$ cat src/rtl/cp0_timer_pkg.sv
// -----------------------------------------------------------------------------
// cp0_timer_pkg
//   Shared constants for the coprocessor-0 count/compare timer: the cp0 bus
//   addresses it decodes, the ctl register layout and a helper that maps a
//   compare channel index onto its bus address.
//
//   Address map
//     CP0_COUNT     (9)        count register
//     CP0_COMPARE   (11)       compare channel 0
//     CP0_COMPARE_X (21) + K   compare channel K, K = 1..NCMP-1
//     CP0_TIMERCTL  (25)       ctl: [NCMP-1:0] channel enable, [31] freeze
// -----------------------------------------------------------------------------
package cp0_timer_pkg;

    localparam int DATA_W = 64;

    localparam logic [4:0] CP0_COUNT     = 5'd9;
    localparam logic [4:0] CP0_COMPARE   = 5'd11;
    localparam logic [4:0] CP0_COMPARE_X = 5'd21;
    localparam logic [4:0] CP0_TIMERCTL  = 5'd25;

    localparam int CTL_FREEZE = 31;

    // Channel 0 keeps the legacy compare address; the extra channels sit in
    // a contiguous block above CP0_COMPARE_X.
    function automatic logic [4:0] cmp_addr(input int k);
        if (k == 0) begin
            return CP0_COMPARE;
        end
        return CP0_COMPARE_X + 5'(k);
    endfunction

endpackage

$ cat src/rtl/cp0_timer_chan.sv
// -----------------------------------------------------------------------------
// cp0_timer_chan
//   One compare channel of the cp0 timer. Holds the compare value and the
//   match-pending flag.
//
//   Ports
//     clk         in   system clock
//     rst         in   asynchronous, active-high reset
//     count_next  in   W   value the count register is loaded with this cycle
//     count_load  in   1   count register loads count_next this cycle
//                          (already qualified with phi2)
//     cmp_we      in   1   compare write for this channel (phi2-qualified)
//     wdata       in   W   compare write data
//     cmp         out  W   current compare value
//     pending     out  1   match pending
//
//   A match is an event, not a level: pending only sets in the cycle the
//   count register is loaded with a value equal to cmp. Sitting at the
//   compare value (e.g. while frozen) never re-arms it, and rewriting cmp to
//   the current count does not trigger it either because no load happens.
// -----------------------------------------------------------------------------
module cp0_timer_chan
    import cp0_timer_pkg::*;
#(
    parameter int W = 32
) (
    input  logic         clk,
    input  logic         rst,
    input  logic [W-1:0] count_next,
    input  logic         count_load,
    input  logic         cmp_we,
    input  logic [W-1:0] wdata,
    output logic [W-1:0] cmp,
    output logic         pending
);

    logic match;

    // Compared against the cmp value held before any same-cycle write.
    assign match = count_load && (count_next == cmp);

    // NOTE: sequential state is assigned with <= so every register samples
    // the pre-edge values; = here would let cmp update before match is used.
    always_ff @(posedge clk or posedge rst) begin
        if (rst) begin
            cmp     <= '1;
            pending <= 1'b0;
        end else if (cmp_we) begin
            // A compare write acknowledges the channel and wins over a
            // match arriving in the same cycle.
            cmp     <= wdata;
            pending <= 1'b0;
        end else if (match) begin
            pending <= 1'b1;
        end
    end

endmodule

$ cat src/rtl/cp0_timer.sv
// -----------------------------------------------------------------------------
// cp0_timer
//   Parametrised count/compare timer for the cp0 register file. A prescaled
//   up-counter is compared against NCMP compare registers; each channel
//   latches a pending bit on the match edge and raises irq when enabled.
//
//   Parameters
//     W     counter / compare width (1..64)
//     DIV   phi2 cycles per count increment (>= 1)
//     NCMP  number of compare channels (1..4)
//
//   Ports
//     clk      in   1     system clock
//     rst      in   1     asynchronous, active-high reset
//     phi2     in   1     phase enable; state only changes when phi2 = 1
//     raddr    in   5     cp0 read address
//     rdata    out  64    read data, combinational, zero-extended
//     waddr    in   5     cp0 write address
//     wdata    in   64    write data
//     write    in   1     write strobe, sampled when phi2 = 1
//     count    out  W     current counter value
//     pending  out  NCMP  per-channel match pending
//     irq      out  NCMP  pending & enable
//     irq_any  out  1     OR of irq
// -----------------------------------------------------------------------------
module cp0_timer
    import cp0_timer_pkg::*;
#(
    parameter int W    = 32,
    parameter int DIV  = 2,
    parameter int NCMP = 1
) (
    input  logic              clk,
    input  logic              rst,
    input  logic              phi2,
    input  logic [4:0]        raddr,
    output logic [DATA_W-1:0] rdata,
    input  logic [4:0]        waddr,
    input  logic [DATA_W-1:0] wdata,
    input  logic              write,
    output logic [W-1:0]      count,
    output logic [NCMP-1:0]   pending,
    output logic [NCMP-1:0]   irq,
    output logic              irq_any
);

    // DIV = 1 still gets a one-bit prescaler that simply stays at 0, which
    // makes every phi2 cycle a tick without a special case.
    localparam int             PW         = (DIV > 1) ? $clog2(DIV) : 1;
    localparam logic [PW-1:0]  PRESC_LAST = PW'(DIV - 1);

    logic [PW-1:0]   presc;
    logic [NCMP-1:0] enable;
    logic            freeze;

    logic            count_we;
    logic            ctl_we;
    logic [NCMP-1:0] cmp_we;
    logic            tick;
    logic            count_load;
    logic [W-1:0]    count_next;
    logic [W-1:0]    cmp_q [NCMP];
    logic [DATA_W-1:0] ctl_word;

    // Only the low W / NCMP bits and the freeze bit of wdata are stored.
    logic unused_wdata;
    assign unused_wdata = ^wdata;

    // ------------------------------------------------------------------
    // Write decode
    // ------------------------------------------------------------------
    assign count_we = phi2 && write && (waddr == CP0_COUNT);
    assign ctl_we   = phi2 && write && (waddr == CP0_TIMERCTL);

    // ------------------------------------------------------------------
    // Prescaler and counter
    // ------------------------------------------------------------------
    assign tick       = phi2 && !freeze && (presc == PRESC_LAST);
    assign count_load = count_we || tick;
    // A software count write overrides the tick increment.
    assign count_next = count_we ? wdata[W-1:0] : count + W'(1);

    always_ff @(posedge clk or posedge rst) begin
        if (rst) begin
            count <= '0;
            presc <= '0;
        end else if (phi2) begin
            if (count_load) begin
                count <= count_next;
            end
            // Restart the prescale phase on a count write so the new value
            // lasts a full DIV cycles, regardless of freeze.
            if (count_we || tick) begin
                presc <= '0;
            end else if (!freeze) begin
                presc <= presc + PW'(1);
            end
        end
    end

    // ------------------------------------------------------------------
    // Control register
    // ------------------------------------------------------------------
    always_ff @(posedge clk or posedge rst) begin
        if (rst) begin
            enable <= NCMP'(1);
            freeze <= 1'b0;
        end else if (ctl_we) begin
            enable <= wdata[NCMP-1:0];
            freeze <= wdata[CTL_FREEZE];
        end
    end

    // ------------------------------------------------------------------
    // Compare channels
    // ------------------------------------------------------------------
    for (genvar k = 0; k < NCMP; k++) begin : g_chan
        assign cmp_we[k] = phi2 && write && (waddr == cmp_addr(k));

        cp0_timer_chan #(
            .W (W)
        ) u_chan (
            .clk        (clk),
            .rst        (rst),
            .count_next (count_next),
            .count_load (count_load),
            .cmp_we     (cmp_we[k]),
            .wdata      (wdata[W-1:0]),
            .cmp        (cmp_q[k]),
            .pending    (pending[k])
        );
    end

    // ------------------------------------------------------------------
    // Interrupts: straight from registered state, no added latency.
    // ------------------------------------------------------------------
    assign irq     = pending & enable;
    assign irq_any = |irq;

    // ------------------------------------------------------------------
    // Read mux
    // ------------------------------------------------------------------
    // NOTE: every signal driven from always_comb gets a full default first,
    // otherwise unmatched addresses would infer a latch.
    always_comb begin
        ctl_word             = '0;
        ctl_word[NCMP-1:0]   = enable;
        ctl_word[CTL_FREEZE] = freeze;
    end

    always_comb begin
        rdata = '0;
        if (raddr == CP0_COUNT) begin
            rdata = DATA_W'(count);
        end else if (raddr == CP0_TIMERCTL) begin
            rdata = ctl_word;
        end
        // Compare addresses never alias count or ctl.
        for (int k = 0; k < NCMP; k++) begin
            if (raddr == cmp_addr(k)) begin
                rdata = DATA_W'(cmp_q[k]);
            end
        end
    end

endmodule

$ cat config.mk
export PLATFORM = sky130hd
export DESIGN_NAME = cp0_timer
export DESIGN_NICKNAME = d
export VERILOG_FILES = /design/src/rtl/cp0_timer_pkg.sv /design/src/rtl/cp0_timer_chan.sv /design/src/rtl/cp0_timer.sv
export SDC_FILE = /design/constraint.sdc
export NUM_CORES = 1
export LEC_CHECK = 0
export ABC_AREA = 0
export CORE_ASPECT_RATIO = 0.5
export CORE_MARGIN = 2
export CORE_UTILIZATION = 45
export CTS_BUF_LIST = sky130_fd_sc_hd__clkbuf_8
export CTS_CLUSTER_SIZE = 12
export DETAILED_ROUTE_END_ITERATION = 8
export DONT_BUFFER_PORTS = 1
export GPL_TIMING_DRIVEN = 0
export HOLD_SLACK_MARGIN = 0.05
export PLACE_DENSITY = 0.7
export REMOVE_ABC_BUFFERS = 1
export SLEW_MARGIN = 20
export SYNTH_ARGS = -nofsm -noshare
export SYNTH_HDL_FRONTEND = slang
export SYNTH_HIERARCHICAL = 1
export SYNTH_SLANG_ARGS = --single-unit
$ cat constraint.sdc
create_clock -name clk -period 4.35 [get_ports clk]
set_input_delay 1.0875 -clock clk [delete_from_list [all_inputs] [get_ports clk]]
set_output_delay 1.0875 -clock clk [all_outputs]
set_load 0.02 [all_outputs]
==> out/metrics.csv, run 1 <==
metric,value,unit
WHS,0.533,ns
filler instances,1000,
IO buf count,0,
global route overflow,0,
net switching power,986,uW
Worst Tran Pin Value,0.850,ns
chip height,79.5,um
clock slew at reported path FFs,0.08,ns
Top Ports,177,
clock skew,0.0121,ns
cell chain of the critical path,ha_1 -> nand3_1 -> nor4_2 -> nand4_1 -> xor2_1 -> a21oi_1 -> xor2_1 -> nor4_1 -> nand4_1 -> o31ai_2,
"FF+latch count, synth",68,
largest net degree at the start of global routing,72,
CP bufs+invs,0,
Starting Density,46.5,%
Achievable Freq,272,MHz
post-route setup slack,0.670,ns
die width,155,um
Worst Hold Class,in2async,
DRT antenna net count,0,
main combinational cell family by area after synthesis,simple AND/OR/NAND/NOR gates,
"Cell Area, Synth",5130,um2
Sw Ratio,39.5,%
Die Area,12300,um2
n_diodes,0,
worst r2r path cells,10,
status,"finished, final reports clean",
Final Util,48.4,%
DP HPWL,9500,um
core box area,11000,um2
CP required,4.64,ns
Most used DFF post-synth,dfrtp_1,
H-tree depth,3,
"Distinct cells, synth",42,
Max Cap Violations,0,
crit path launch,count[0]$_DFFE_PP0P_,
final count of pins violating max slew,0,
Vias,3942,
total CTS buffers,9,
Yosys top cell by area,dfrtp_1,
Worst setup EP type,register,
async set-reset flop share out of synthesis,100,%
ranking of synthesized cells by area,"dfrtp_1 (17%), dfstp_2 (17%), xor2_1 (10%)",
CP max-delay cell,nor4_2,
Crit path arrival time,3.97,ns
GRT Util Overall,22.2,%
vias in the first global route,3879,
final wirelength,13300,um
Post-synth EDFFs,0,
Skew-Pair Late Insertion Delay,0.37,ns
Setup Slack @ Placement,0.732,ns
Final Hold Vio Count,0,
power per cell area,466,nW/um2
CTS tree,built,
RR Startpoint,count[0]$_DFFE_PP0P_,
row cnt,27,
total iterations of the first detailed-routing run,5,
"Seq/Total Area, Yosys",33.9,%
Nets,626,
FF-to-FF End,g_chan[0].u_chan/pending$_DFFE_PP0P_,
Pleak,2.18,nW
Logic pwr share,27.1,%
gpl congestion,0.866,
top cell type's share of synthesized area,17.1,%
Post-Synthesis Cells,572,
clk sink count,68,
Critical Path Source Type,register,
Synth Area in Compound Gates,7.24,%
first-pass GRT wire length,21100,um
final worst path period share,84.6,%
# DRC,0,
CTS resizes,0,
CP Max Fanout,8,
Mean Syn Cell Area,8.98,um2
Setup TNS Final,0,ns
Seq pwr share,46.3,%
wire length per cell,19.1,um
Finish-stage setup viols,0,
crit path kind,reg2reg,
Finished Layout Cells,697,
vias per cell,5.66,
simple-gate share of the synthesized area,21.0,%
Worst slew margin,42.9,%
post-synthesis xor/xnor area fraction,15.2,%
Root Buffer,clkbuf_8,
clock network power share,26.6,%
FF-to-FF setup slack,0.67,ns
buffer depth of the longest clock path,2,
VDD IR max,167,uV
Max stage delay on crit path,0.84,ns
cell family with most CP delay,simple AND/OR/NAND/NOR gates,
mux contribution to synthesized area,13.9,%
share of layout cells above drive strength 1,19.6,%
RSZ-0062 raised after global routing,no,
Synth Warn #,6,
Synth Area in Adders,0.244,%
drt initial violations,284,
CTS Hold Bufs,0,
Post-CTS Setup Repair Bufs,0,
Pint,1.51,mW
Syn-to-layout area delta,4.22,%
number of antenna violations at the first check in global routing,0,
placed cells,681,
Final min period,3.68,ns
## how the worst max path moves through the flow
stage | end | slack [ns] | depth (start not counted)
2_1_floorplan | g_chan[0].u_chan/cmp[0]$_DFFE_PP1P_ | -0.03 | 4
3_3_place_gp | g_chan[0].u_chan/cmp[5]$_DFFE_PP1P_ | -1.82 | 4
3_5_place_dp | g_chan[0].u_chan/pending$_DFFE_PP0P_ | 0.73 | 10
4_1_cts | g_chan[0].u_chan/pending$_DFFE_PP0P_ | 0.72 | 10
5_1_grt | g_chan[0].u_chan/pending$_DFFE_PP0P_ | 0.40 | 10
6_report | g_chan[0].u_chan/pending$_DFFE_PP0P_ | 0.67 | 10
## worst reg2reg max path, stage by stage, from the launching register on
cell and delay [ns]:
dfrtp_1 0.63, ha_1 0.31, nand3_1 0.26, nor4_2 0.84
nand4_1 0.25, xor2_1 0.20, a21oi_1 0.21, xor2_1 0.09
nor4_1 0.40, nand4_1 0.22, o31ai_2 0.21
## metrics by stage
stage	instance area (um2)	total power [mW]
4_1_cts	5350	2.50
6_report	5350	2.49
2_1_floorplan	4830	1.63
3_3_place_gp	5010	1.81
3_5_place_dp	5100	1.83
5_1_grt	5350	2.63
## flip-flops by register name, indices dropped and copies added, names as in the netlist
| register | flops |
|---|---|
| g_chan.u_chan/cmp | 32 |
| enable | 1 |
| count | 32 |
| g_chan.u_chan/pending | 1 |
| freeze | 1 |
| presc | 1 |
## power by group through the flow
stage	combinational (mW)	clock [mW]	sequential [mW]
after floorplan	0.551	0	1.08
after global placement	0.648	0	1.16
after detailed placement	0.667	0	1.17
after CTS	0.675	0.673	1.16
after global routing	0.748	0.695	1.19
final	0.677	0.663	1.15
## cells in the final DEF (no fill, tap or decap), types with 3 or more instances in the layout
cell type	count
nor2_1	77
xor2_1	59
a21oi_1	55
dfrtp_1	35
mux2_2	34
mux2i_1	33
dfstp_2	33
conb_1	32
xnor2_1	30
nand2_1	23
nand4_1	21
nand3_1	17
clkbuf_8	11
nor3_1	10
o21ai_0	9
nor4_1	6
and2_1	5
nor4_2	5
a31oi_1	5
and3_1	4
or3_1	4
buf_4	4
nor2b_1	3
or4_1	3
inv_1	3
bufinv_16	3
## cells in the mapped netlist, types with 3 or more instances
master,count
a21oi_1,55
a31oi_1,5
and2_1,5
and3_1,4
buf_1,7
buf_2,17
buf_4,33
clkbuf_1,16
dfrtp_1,35
dfstp_2,33
inv_1,4
mux2_2,34
mux2i_1,33
nand2_1,23
nand3_1,17
nand4_1,21
nor2_1,77
nor2b_1,3
nor3_1,10
nor3b_1,3
nor4_1,6
nor4_2,5
o21ai_0,9
or3_1,5
or4_1,3
xnor2_1,30
xor2_1,59
## final cells by class
class,count,area (um2),area share (%)
sequential,68,1740,32.6
clock inverter,5,98.8,1.85
inverter,4,15.0,0.281
timing repair buffer,6,77.6,1.45
tap,145,181,3.39
clock buffer,11,151,2.83
multi-input combinational,458,3080,57.6
## metal layers
layer	vias to the layer above	GRT usage, %	share of wire [%]
li1	1851	-	-
met1	1922	28.8	44
met2	157	36.2	47
met3	12	6.79	8.8
met4	0	6.11	1.0
met5	-	0	0
## logic make-up after synthesis
family / after synthesis
buf+inv: 77
fa+ha+maj: 1
simple gates: 198
mux: 67
xor+xnor: 89
flops: 68
compound gates: 71
other cells: 1
Note: power is estimated with default switching activity, not from simulation.
==> run 2: changes to the inputs <==
- PLACE_DENSITY: 0.7 -> 0.72
- clock period: 4.35 -> 3.3 ns (I/O delays scaled with it)
==> out/metrics.csv, run 2 (same netlist as run 1, synthesis figures left out) <==
metric,value,unit
RSZ-0062 raised after global routing,no,
vias per cell,5.72,
RR Startpoint,count[5]$_DFFE_PP0P_,
DRT antenna net count,0,
Pleak,2.17,nW
total iterations of the first detailed-routing run,5,
CP Max Fanout,8,
number of antenna violations at the first check in global routing,0,
drt initial violations,408,
Finish-stage setup viols,0,
die width,155,um
Nets,628,
share of layout cells above drive strength 1,20.9,%
CP max-delay cell,dfrtp_1,
Pint,1.76,mW
CTS Hold Bufs,0,
clock slew at reported path FFs,0.08,ns
CP bufs+invs,0,
"most common cell after layout, fill and taps aside",nor2_1,
GRT Util Overall,22.4,%
Final Util,48.1,%
Logic pwr share,29.3,%
row cnt,27,
Worst slew margin,43.8,%
Vias,3997,
Root Buffer,clkbuf_8,
Sw Ratio,42.4,%
global route overflow,0,
placed cells,681,
# DRC,0,
Final min period,3.15,ns
cell chain of the critical path,nand4_2 -> nor4_4 -> nand4_1 -> xor2_1 -> a21oi_1 -> xor2_1 -> nor4_1 -> nand4_1 -> o31ai_2,
Max Cap Violations,0,
total CTS buffers,9,
final count of pins violating max slew,0,
Worst setup EP type,register,
Finished Layout Cells,699,
FF-to-FF setup slack,0.15,ns
chip height,79.5,um
Top Ports,177,
CP required,3.58,ns
crit path kind,reg2reg,
Final Hold Vio Count,0,
worst r2r path cells,9,
vias in the first global route,3832,
clk sink count,68,
Seq pwr share,50.0,%
Multi-input gate area,3100,um2
filler instances,1024,
Achievable Freq,318,MHz
buffer depth of the longest clock path,2,
power per cell area,575,nW/um2
Starting Density,46.5,%
H-tree depth,3,
Crit path arrival time,3.43,ns
"commonest cells after routing, fill and taps aside","nor2_1 (77), xor2_1 (59), a21oi_1 (55), mux2_2 (34)",
final worst path period share,95.4,%
final wirelength,13600,um
net switching power,1.30,mW
CTS tree,built,
VDD IR max,241,uV
Die Area,12300,um2
gpl congestion,0.829,
FF-to-FF End,g_chan[0].u_chan/pending$_DFFE_PP0P_,
wire length per cell,19.4,um
n_diodes,0,
cell family with most CP delay,simple AND/OR/NAND/NOR gates,
first-pass GRT wire length,21300,um
register area,1750,um2
Syn-to-layout area delta,3.58,%
DP Area,5100,um2
core box area,11000,um2
DP HPWL,9600,um
Worst Tran Pin Value,0.836,ns
final instance area,5320,um2
Max stage delay on crit path,0.70,ns
clock skew,0.0174,ns
Critical Path Source Type,register,
Worst Hold Class,in2async,
clock network power share,20.7,%
status,"finished, final reports clean",
largest net degree at the start of global routing,75,
biggest regs,"count x32, g_chan.u_chan/cmp x32",
IO buf count,0,
Skew-Pair Late Insertion Delay,0.38,ns
==> run 2: cell types whose count changed in the layout (fill, tap and decap cells not counted), moves of 2 or more <==
cell,change
bufinv_16,-3
dfrtp_1,-6
dfrtp_2,+6
inv_1,+2
nor3_1,-2
nor3_2,+2
==> run 2: power groups by stage <==
| stage | Clock [mW] | Sequential [mW] | Combinational (mW) |
|---|---|---|---|
| global placement | 0 | 1.52 | 0.851 |
| CTS | 0.639 | 1.52 | 0.889 |
| finish | 0.632 | 1.53 | 0.896 |
| global route | 0.672 | 1.57 | 0.994 |
| floorplan | 0 | 1.42 | 0.726 |
| detailed placement | 0 | 1.54 | 0.876 |
==> run 2: repair_timing <==
item | 4_1_cts | 5_1_grt
endpoints found under the setup margin | 1 | 1
cloned | 0 | 0
endpoints found under the hold margin | 0 | 0
buffers inserted | 2 | 0
gates resized for setup | 3 | 6
pin swaps | 1 | 1
==> run 2: layout make-up <==
cell class | count | share of cell area, %
timing repair buffer | 8 | 1.81
sequential | 68 | 32.9
inverter | 4 | 0.282
tap | 145 | 3.41
clock inverter | 5 | 0.400
multi-input combinational | 458 | 58.3
clock buffer | 11 | 2.85
==> run 2: how the worst max path moves through the flow <==
stage / startpoint / end / slack (ns) / cells after the start
5_1_grt: count[8]$_DFFE_PP0P_ / g_chan[0].u_chan/pending$_DFFE_PP0P_ / 0.001 / 10
4_1_cts: count[0]$_DFFE_PP0P_ / g_chan[0].u_chan/pending$_DFFE_PP0P_ / 0.09 / 10
6_report: count[5]$_DFFE_PP0P_ / g_chan[0].u_chan/pending$_DFFE_PP0P_ / 0.15 / 9
3_5_place_dp: count[0]$_DFFE_PP0P_ / g_chan[0].u_chan/pending$_DFFE_PP0P_ / -0.35 / 10
2_1_floorplan: waddr[3] / g_chan[0].u_chan/cmp[0]$_DFFE_PP1P_ / -0.82 / 4
3_3_place_gp: waddr[3] / g_chan[0].u_chan/cmp[23]$_DFFE_PP1P_ / -2.65 / 4
==> run 2: worst reg2reg max path, stage by stage (launching register included) <==
cell	delay, ns
dfrtp_1	0.70
nand4_2	0.38
nor4_4	0.51
nand4_1	0.19
xor2_1	0.19
a21oi_1	0.19
xor2_1	0.10
nor4_1	0.37
nand4_1	0.23
o31ai_2	0.21
==> run 2: layer usage <==
metal / global-route usage (%) / routed length (um) / up-vias
met3: 8.85 / 1170 / 16
li1: - / - / 1864
met1: 28.7 / 5940 / 1972
met5: 0 / 0 / -
met2: 34.9 / 6290 / 145
met4: 6.76 / 180 / 0
==> run 2: stage by stage <==
step	power, mW	setup WS, ns	hold WS (ns)	setup TNS (ns)
finish	3.06	0.151	0.292	0
global route	3.23	0.00108	0.304	0
CTS	3.05	0.0882	0.295	0
detailed placement	2.41	-0.351	0.556	-0.351
global placement	2.37	-2.65	0.543	-97.16
floorplan	2.15	-0.817	0.519	-26.94
==> run 3: changes to the inputs <==
- GPL_ROUTABILITY_DRIVEN: default -> 0
- SYNTH_HIERARCHICAL: 1 -> default
==> out/metrics.csv, run 3 <==
metric,value,unit
"Seq/Total Area, Yosys",31.5,%
Synth Warn #,0,
wire length per cell,20.4,um
Worst Hold Class,in2async,
Nets,714,
die width,161,um
share of layout cells above drive strength 1,20.6,%
core box area,11900,um2
VDD IR max,196,uV
CP Max Fanout,11,
largest net degree at the start of global routing,42,
routing usage on met3,8.39,%
RR Startpoint,count[15]$_DFFE_PP0P_,
Post-synth top cells,"nor2_1 (72), nand2_1 (63), xnor2_1 (47)",
number of antenna violations at the first check in global routing,0,
row cnt,28,
DP HPWL,11700,um
total CTS buffers,9,
Worst Tran Pin Value,0.677,ns
clock skew,0.00791,ns
CTS tree,built,
global route overflow,0,
Critical Path Source Type,register,
Most used DFF post-synth,dfrtp_1,
"Cell Area, Synth",5530,um2
n_diodes,0,
"most common cell after layout, fill and taps aside",nor2_1,
total iterations of the first detailed-routing run,5,
Final Hold Vio Count,0,
IO buf count,0,
biggest regs,"count x32, g_chan.u_chan.cmp x32",
power per cell area,534,nW/um2
power after layout,3.12,mW
H-tree depth,3,
final worst path period share,97.5,%
Pleak,2.19,nW
GR Util met2,37.2,%
Worst slew margin,54.9,%
Die Area,13200,um2
Achievable Freq,311,MHz
filler instances,1136,
Setup Slack @ Placement,-0.587,ns
Finish-stage setup viols,0,
chip height,82.4,um
clk sink count,68,
"Distinct cells, synth",63,
ranking of synthesized cells by area,"dfrtp_1 (16%), dfstp_2 (16%), xnor2_1 (7.4%)",
final count of pins violating max slew,0,
Yosys top cell by area,dfrtp_1,
post-route setup slack,0.0834,ns
Root Buffer,clkbuf_8,
worst r2r path cells,8,
DRT antenna net count,0,
Syn-to-layout area delta,5.50,%
crit path launch,count[15]$_DFFE_PP0P_,
DP Area,5500,um2
"FF+latch count, synth",68,
vias in the first global route,4231,
FF-to-FF setup slack,0.08,ns
Finished Layout Cells,805,
Worst setup EP type,register,
first-pass GRT wire length,24100,um
crit path kind,reg2reg,
FF-to-FF End,g_chan[0].u_chan.pending$_DFFE_PP0P_,
Max Cap Violations,0,
Starting Density,46.4,%
placed cells,780,
top cell type's share of synthesized area,15.8,%
CP required,3.55,ns
final wirelength,16400,um
"commonest cells after routing, fill and taps aside","nor2_1 (70), nand2_1 (63), xnor2_1 (47), xor2_1 (37), o21ai_0 (36)",
Skew-Pair Late Insertion Delay,0.36,ns
vias per cell,5.95,
most common cell in the synthesized netlist,nor2_1,
Crit path arrival time,3.47,ns
Critical Path Sink,g_chan[0].u_chan.pending$_DFFE_PP0P_,
global routing met1 resource utilization,31.5,%
Mean Syn Cell Area,8.37,um2
Top Ports,177,
Final min period,3.22,ns
final instance area,5840,um2
status,"finished, final reports clean",
# DRC,0,
drt initial violations,530,
Vias,4789,
Post-synth EDFFs,0,
buffer depth of the longest clock path,2,
clock slew at reported path FFs,0.07,ns
GRT Util Overall,23.7,%
most crowded layer after global routing,met2,
async set-reset flop share out of synthesis,100,%
Post-Synthesis Cells,661,
[run 3: cell count changes after synthesis, moves of 8 or more]
cell	delta
clkbuf_1	+12
xor2_1	-22
o21ai_0	+27
xnor2_1	+17
o22ai_1	+8
inv_1	+14
nand2_1	+40
a21oi_1	-26
nor3_1	+9
[run 3: per-layer routing]
layer | share of wire (%) | wire length (um)
met3 | 12 | 1970
met4 | 1.7 | 285
met5 | 0 | 0
met1 | 42 | 6970
met2 | 44 | 7210
[run 3: layout make-up]
class,instances,area (um2),share of cell area (%)
Clock buffer,12,165,2.83
Clock inverter,4,16.3,0.279
Inverter,18,70.1,1.20
Multi-Input combinational cell,527,3490,59.8
Sequential cell,68,1770,30.3
Tap cell,165,206,3.54
Timing Repair Buffer,11,120,2.06
[run 3: through the flow]
stage                     hold slack (ns)  setup TNS (ns)  util (%)
after CTS                           0.394               0      48.0
after global routing                0.413         -0.0100      49.0
after floorplan                     0.498          -0.612         -
final                               0.378               0      49.0
after detailed placement            0.531          -0.587      46.2
after global placement              0.520          -44.29      45.4
[run 3: critical path: stages, from the launching register on]
cell     delay, ns
dfrtp_1       0.69
nand2_1       0.16
or3_1         0.42
or4_1         0.65
xor2_1        0.19
o22ai_1       0.09
a211o_1       0.25
o31a_1        0.35
o31ai_1       0.30
[run 3: kinds of logic after synthesis]
| family | Yosys count | synth area share, % |
|---|---|---|
| compound gates | 104 | 11.6 |
| flops | 68 | 31.5 |
| fa+ha+maj | 1 | 0.226 |
| xor+xnor | 84 | 13.3 |
| simple gates | 243 | 22.3 |
| buf+inv | 98 | 9.21 |
| mux | 62 | 11.8 |
| other cells | 1 | 0.0678 |
[run 3: worst min path at each step]
stage	cells after the start	to	start
3_5_place_dp	2	g_chan[0].u_chan.cmp[26]$_DFFE_PP1P_	g_chan[0].u_chan.cmp[26]$_DFFE_PP1P_
6_report	1	g_chan[0].u_chan.pending$_DFFE_PP0P_	rst
4_1_cts	1	g_chan[0].u_chan.pending$_DFFE_PP0P_	rst
2_1_floorplan	2	g_chan[0].u_chan.cmp[26]$_DFFE_PP1P_	g_chan[0].u_chan.cmp[26]$_DFFE_PP1P_
5_1_grt	1	g_chan[0].u_chan.pending$_DFFE_PP0P_	rst
3_3_place_gp	1	freeze$_DFFE_PP0P_	freeze$_DFFE_PP0P_
[run 3: power breakdown]
part           internal, mW  leakage (nW)  switching, mW
logic                 0.447          1.32          0.511
registers              1.04         0.767          0.472
clock network         0.325         0.106          0.318
total                  1.82          2.19           1.30
[run 3: timing repair]
item                                    CTS  global route
gates cloned                              0             1
setup buffers                             0             8
pin swaps                                 0             6
hold buffers                              0             0
endpoints found under the setup margin    1             1
gates resized for setup                  17            15
